File: config.mk
export PLATFORM = sky130hd
export DESIGN_NAME = sram_port_client
export DESIGN_NICKNAME = d
export VERILOG_FILES = /design/src/rtl/sram_port_client.sv
export SDC_FILE = /design/constraint.sdc
export NUM_CORES = 1
export LEC_CHECK = 0
export CAP_MARGIN = 10
export CORE_MARGIN = 2
export CORE_UTILIZATION = 35
export CTS_CLUSTER_DIAMETER = 40
export DETAILED_ROUTE_END_ITERATION = 10
export PLACE_DENSITY_LB_ADDON = 0.08
export SLEW_MARGIN = 40
export SYNTH_ARGS = -nofsm -noshare
export SYNTH_HDL_FRONTEND = slang
export SYNTH_SLANG_ARGS = --single-unit
File: constraint.sdc
create_clock -name clk -period 3.3 [get_ports clk]
set_input_delay 0.99 -clock clk [delete_from_list [all_inputs] [get_ports clk]]
set_output_delay 0.99 -clock clk [all_outputs]
set_load 0.02 [all_outputs]
File: src/rtl/sram_port_client.sv
// Single-port SRAM client: holds each access on the arbiter port for HOLD_CYCLES
// cycles, separates accesses by one DONE cycle, and buffers one extra command.
module sram_port_client #(
  parameter int unsigned HOLD_CYCLES = 3
) (
  input  logic        clk,
  input  logic        rst,
  input  logic        req_valid,
  output logic        req_ready,
  input  logic        req_we,
  input  logic [18:0] req_addr,
  input  logic [7:0]  req_wdata,
  output logic        rsp_valid,
  output logic [7:0]  rsp_rdata,
  output logic [18:0] mem_a,
  output logic        mem_we_n,
  output logic        mem_oe_n,
  output logic [7:0]  mem_din,
  input  logic [7:0]  mem_dout
);

  typedef enum logic [1:0] {IDLE, ACCESS, DONE} state_e;

  state_e      state_q, state_d;
  logic [3:0]  cnt_q, cnt_d;
  logic [18:0] addr_q, addr_d;
  logic        we_q, we_d;
  logic [7:0]  wdata_q, wdata_d;
  logic        pend_q, pend_d;
  logic [18:0] paddr_q, paddr_d;
  logic        pwe_q, pwe_d;
  logic [7:0]  pwdata_q, pwdata_d;
  logic [7:0]  rdata_q, rdata_d;
  logic        accept;
  logic        last;

  assign req_ready = ~pend_q;
  assign accept    = req_valid & ~pend_q;
  assign last      = (cnt_q == 4'(HOLD_CYCLES - 1));

  always_comb begin
    state_d  = state_q;
    cnt_d    = cnt_q;
    addr_d   = addr_q;
    we_d     = we_q;
    wdata_d  = wdata_q;
    pend_d   = pend_q;
    paddr_d  = paddr_q;
    pwe_d    = pwe_q;
    pwdata_d = pwdata_q;
    rdata_d  = rdata_q;
    case (state_q)
      IDLE: begin
        if (accept) begin
          addr_d  = req_addr;
          we_d    = req_we;
          wdata_d = req_wdata;
          cnt_d   = '0;
          state_d = ACCESS;
        end
      end
      ACCESS: begin
        if (accept) begin
          pend_d   = 1'b1;
          paddr_d  = req_addr;
          pwe_d    = req_we;
          pwdata_d = req_wdata;
        end
        if (last) begin
          cnt_d   = '0;
          state_d = DONE;
          if (!we_q) rdata_d = mem_dout;
        end else begin
          cnt_d = cnt_q + 4'd1;
        end
      end
      DONE: begin
        // A buffered command always wins; a new one can only be accepted when PEND is empty.
        if (pend_q) begin
          addr_d  = paddr_q;
          we_d    = pwe_q;
          wdata_d = pwdata_q;
          pend_d  = 1'b0;
          cnt_d   = '0;
          state_d = ACCESS;
        end else if (accept) begin
          addr_d  = req_addr;
          we_d    = req_we;
          wdata_d = req_wdata;
          cnt_d   = '0;
          state_d = ACCESS;
        end else begin
          state_d = IDLE;
        end
      end
      default: state_d = IDLE;
    endcase
  end

  always_ff @(posedge clk or posedge rst) begin
    if (rst) begin
      state_q  <= IDLE;
      cnt_q    <= '0;
      addr_q   <= '0;
      we_q     <= 1'b0;
      wdata_q  <= '0;
      pend_q   <= 1'b0;
      paddr_q  <= '0;
      pwe_q    <= 1'b0;
      pwdata_q <= '0;
      rdata_q  <= '0;
    end else begin
      state_q  <= state_d;
      cnt_q    <= cnt_d;
      addr_q   <= addr_d;
      we_q     <= we_d;
      wdata_q  <= wdata_d;
      pend_q   <= pend_d;
      paddr_q  <= paddr_d;
      pwe_q    <= pwe_d;
      pwdata_q <= pwdata_d;
      rdata_q  <= rdata_d;
    end
  end

  // Strobes decode straight from state so reset releases them without a clock edge.
  assign mem_a     = addr_q;
  assign mem_din   = wdata_q;
  assign mem_we_n  = ~((state_q == ACCESS) & we_q);
  assign mem_oe_n  = ~((state_q == ACCESS) & ~we_q);
  assign rsp_valid = (state_q == DONE);
  assign rsp_rdata = rdata_q;

endmodule

==> flow_summary.ini <==
[run_status]
status = finished, final reports clean

[clock_tree]
cts_buffers = 9
clock_sinks = 71
clk_latency_ps = 340
cts_root_buf = clkbuf_8
post_cts_resized = 0
postCtsHoldBufs = 0
cts_tree = done
cts_setup_buffers = 0
clockBufferDepth = 2
clkTransAtPathRegs_ps = 70
htreeDepth = 3

[min_path]
hold_depth = 2
holdPathEnd = mem_a[0]
min-delay-start = mem_a[0]
hold_class = reg -> reg

[synth]
synthAdderAreaFrac_pct = 2.49
syn_avg_cell_area_sq_um = 12.0
yosys_warnings = 0
synth_compound_area_share_pct = 9.17
synth_xor_area_share_pct = 0
yosys_register_bits = 71
yosysUniqueCellTypes = 31
synth_nets = 296
syn_area_sq_um = 3020
synth.yosys.seq_area_share_pct = 58.9
synthSimpleGateAreaFrac_pct = 11.1
synth.area.mux_share_pct = 14.1
synth_top_family_by_area = multiplexers
syn_inst = 251

[setup_path]
r2r_end = pwdata_q[0]
r2r_start = state_q[1]
r2r_slack_ps = 1060
end_kind = output pin
reg2reg_depth = 4
cp-start-kind = flip-flop
critPathRequiredTime_ps = 2310
crit_path_max_fanout = 10
arrival_ps = 1910
criticalPathCategory = reg -> out

[grt]
grt_max_degree = 72
first_global_vias = 2237
track_usage_pct = 15.0
grt_overflow = 0
grt_pass1_wl_mm = 11.2
antenna_found_initial = 0

[drt]
wl_per_cell_um = 14.9
wirelength_mm = 6.59
vias_per_cell = 4.87
drt.antenna.violating_nets = 0
first_pass_iters = 4
vias = 2157
drc = 0
first_iter_violations = 83

[timing]
timing.final.crit_share_pct = 87.8
tightest_slew_ps = 746
hold_viol = 0
slew_headroom_pct = 50.2
grt_setup_unrepaired = false
setup_tns_ps = 0
hold_slack_ps = 498
max_freq_mhz = 345
fin_ws_ps = 402
min_period_ps = 2900
setup_viol = 0
skew_ps = 6.87
slew_violations = 0

[floorplanning]
rows = 33
initial_core_util_pct = 36.3
io_pins = 78
die_w_um = 96.8
die-area_sq_um = 9380
core_area_sq_um = 8300
die_y_um = 96.8

[place]
dp_hpwl_mm = 4.16
dpl_worst_slack_ps = 434
numPortBuffers = 77
gp_congestion = 0.723

[power_and_ir_drop]
ir_drop_v = 0.000377
power_density_nw_per_um2 = 1030
p_leak_nw = 1.73
p_total_mw = 4.26

[finish]
nets = 378
multi_input_area_sq_um = 1110
num-fill-cells = 799
num_antenna_cells = 0
regArea_sq_um = 1780
postLayoutCoreUtil_pct = 49.6
drive_gt1_share_pct = 19.5
area_delta_synth_final_pct = 36.5

[run]
cap_violations = 0
[cells by family (layout without fill, tap and decap cells)]
kind of cell               after synthesis  count (layout)
and+or+nand+nor                         74              74
adders and majority gates                6               6
buffers and inverters                   21             108
DFF                                     71              71
muxes                                   38              38
AOI/OAI and AO/OA                       41              41
[synthesized netlist by cell type (all sizes together)]
cell type   n  area, sq um
or2         1         6.26
nand4       1         6.26
o211ai      1         7.51
nand2b      2         20.0
buf        11         88.8
mux2i       1         10.0
ha          6         75.1
o21ba       1         10.0
o22ai      29          194
nand3b      2         18.8
dfrtp      71         1780
nor2b       2         12.5
nand2       4         15.0
o221ai      1         8.76
nand4b      1         8.76
mux2       37          417
o21ai       5         36.3
nor3b       1         12.5
a21oi       4         20.0
inv        10         37.5
nand3       2         15.0
nor2       57          214
or3         1         6.26
[per-layer routing]
layer  vias up  routed length (um)  global-route usage, %
met5         -                   0                      0
met4         0                  72                   4.88
met3         4                 338                   5.42
met2        58                3080                   23.1
met1      1058                3090                   19.7
li1       1037                   -                      -
[cell type report]
| cell class | count | area share, % |
|---|---|---|
| timing repair buffer | 82 | 19.9 |
| multi-input combinational | 159 | 27.1 |
| tap | 105 | 3.19 |
| clock buffer | 10 | 3.10 |
| sequential | 71 | 43.2 |
| inverter | 10 | 0.912 |
| clock inverter | 6 | 2.64 |
[cells in the final DEF, fill, tap and decap left out, types with 2 or more instances in the layout]
| cell type | instances |
|---|---|
| nor2b_1 | 2 |
| nor2_1 | 57 |
| inv_1 | 9 |
| ha_1 | 6 |
| clkdlybuf4s50_1 | 77 |
| o21ai_0 | 4 |
| clkinv_2 | 2 |
| nand2_1 | 4 |
| mux2_2 | 37 |
| dfrtp_1 | 71 |
| o22ai_2 | 2 |
| buf_4 | 4 |
| clkbuf_8 | 9 |
| bufinv_16 | 3 |
| a21oi_1 | 4 |
| o22ai_1 | 27 |
[stage by stage]
stage,cells,area [sq um]
3_5_place_dp,427,3880
3_3_place_gp,427,3880
4_1_cts,443,4120
2_1_floorplan,251,3020
6_report,443,4120
5_1_grt,443,4120
[sequential cells by signal, summed over array words and instances (netlist names)]
name	flops
cnt_q	4
mem_a	19
mem_din	8
paddr_q	19
pend_q	1
pwdata_q	8
pwe_q	1
rsp_rdata	8
state_q	2
we_q	1
[worst max-delay path by stage]
stage | start | endpoint | slack [ps] | depth (start not counted)
6_report | state_q[1] | mem_we_n | 400 | 4
5_1_grt | state_q[1] | mem_we_n | 270 | 4
4_1_cts | state_q[1] | mem_we_n | 360 | 4
3_5_place_dp | req_valid | pwdata_q[0] | 430 | 3
3_3_place_gp | req_valid | paddr_q[13] | 410 | 3
2_1_floorplan | rst | cnt_q[0] | 510 | 1
[worst max-delay path, stage by stage, from the launching register on]
cell,delay (ps)
dfrtp_1,410
inv_1,100
ha_1,400
nand2_1,100
clkdlybuf4s50_1,560
[power by group]
part / switching, mW / internal [mW] / leakage (nW) / total, mW
clock: 0.323 / 0.501 / 0.120 / 0.824
sequential: 0.236 / 1.31 / 0.827 / 1.54
combinational: 0.953 / 0.937 / 0.785 / 1.89
Power figures use the tool's default switching activity.
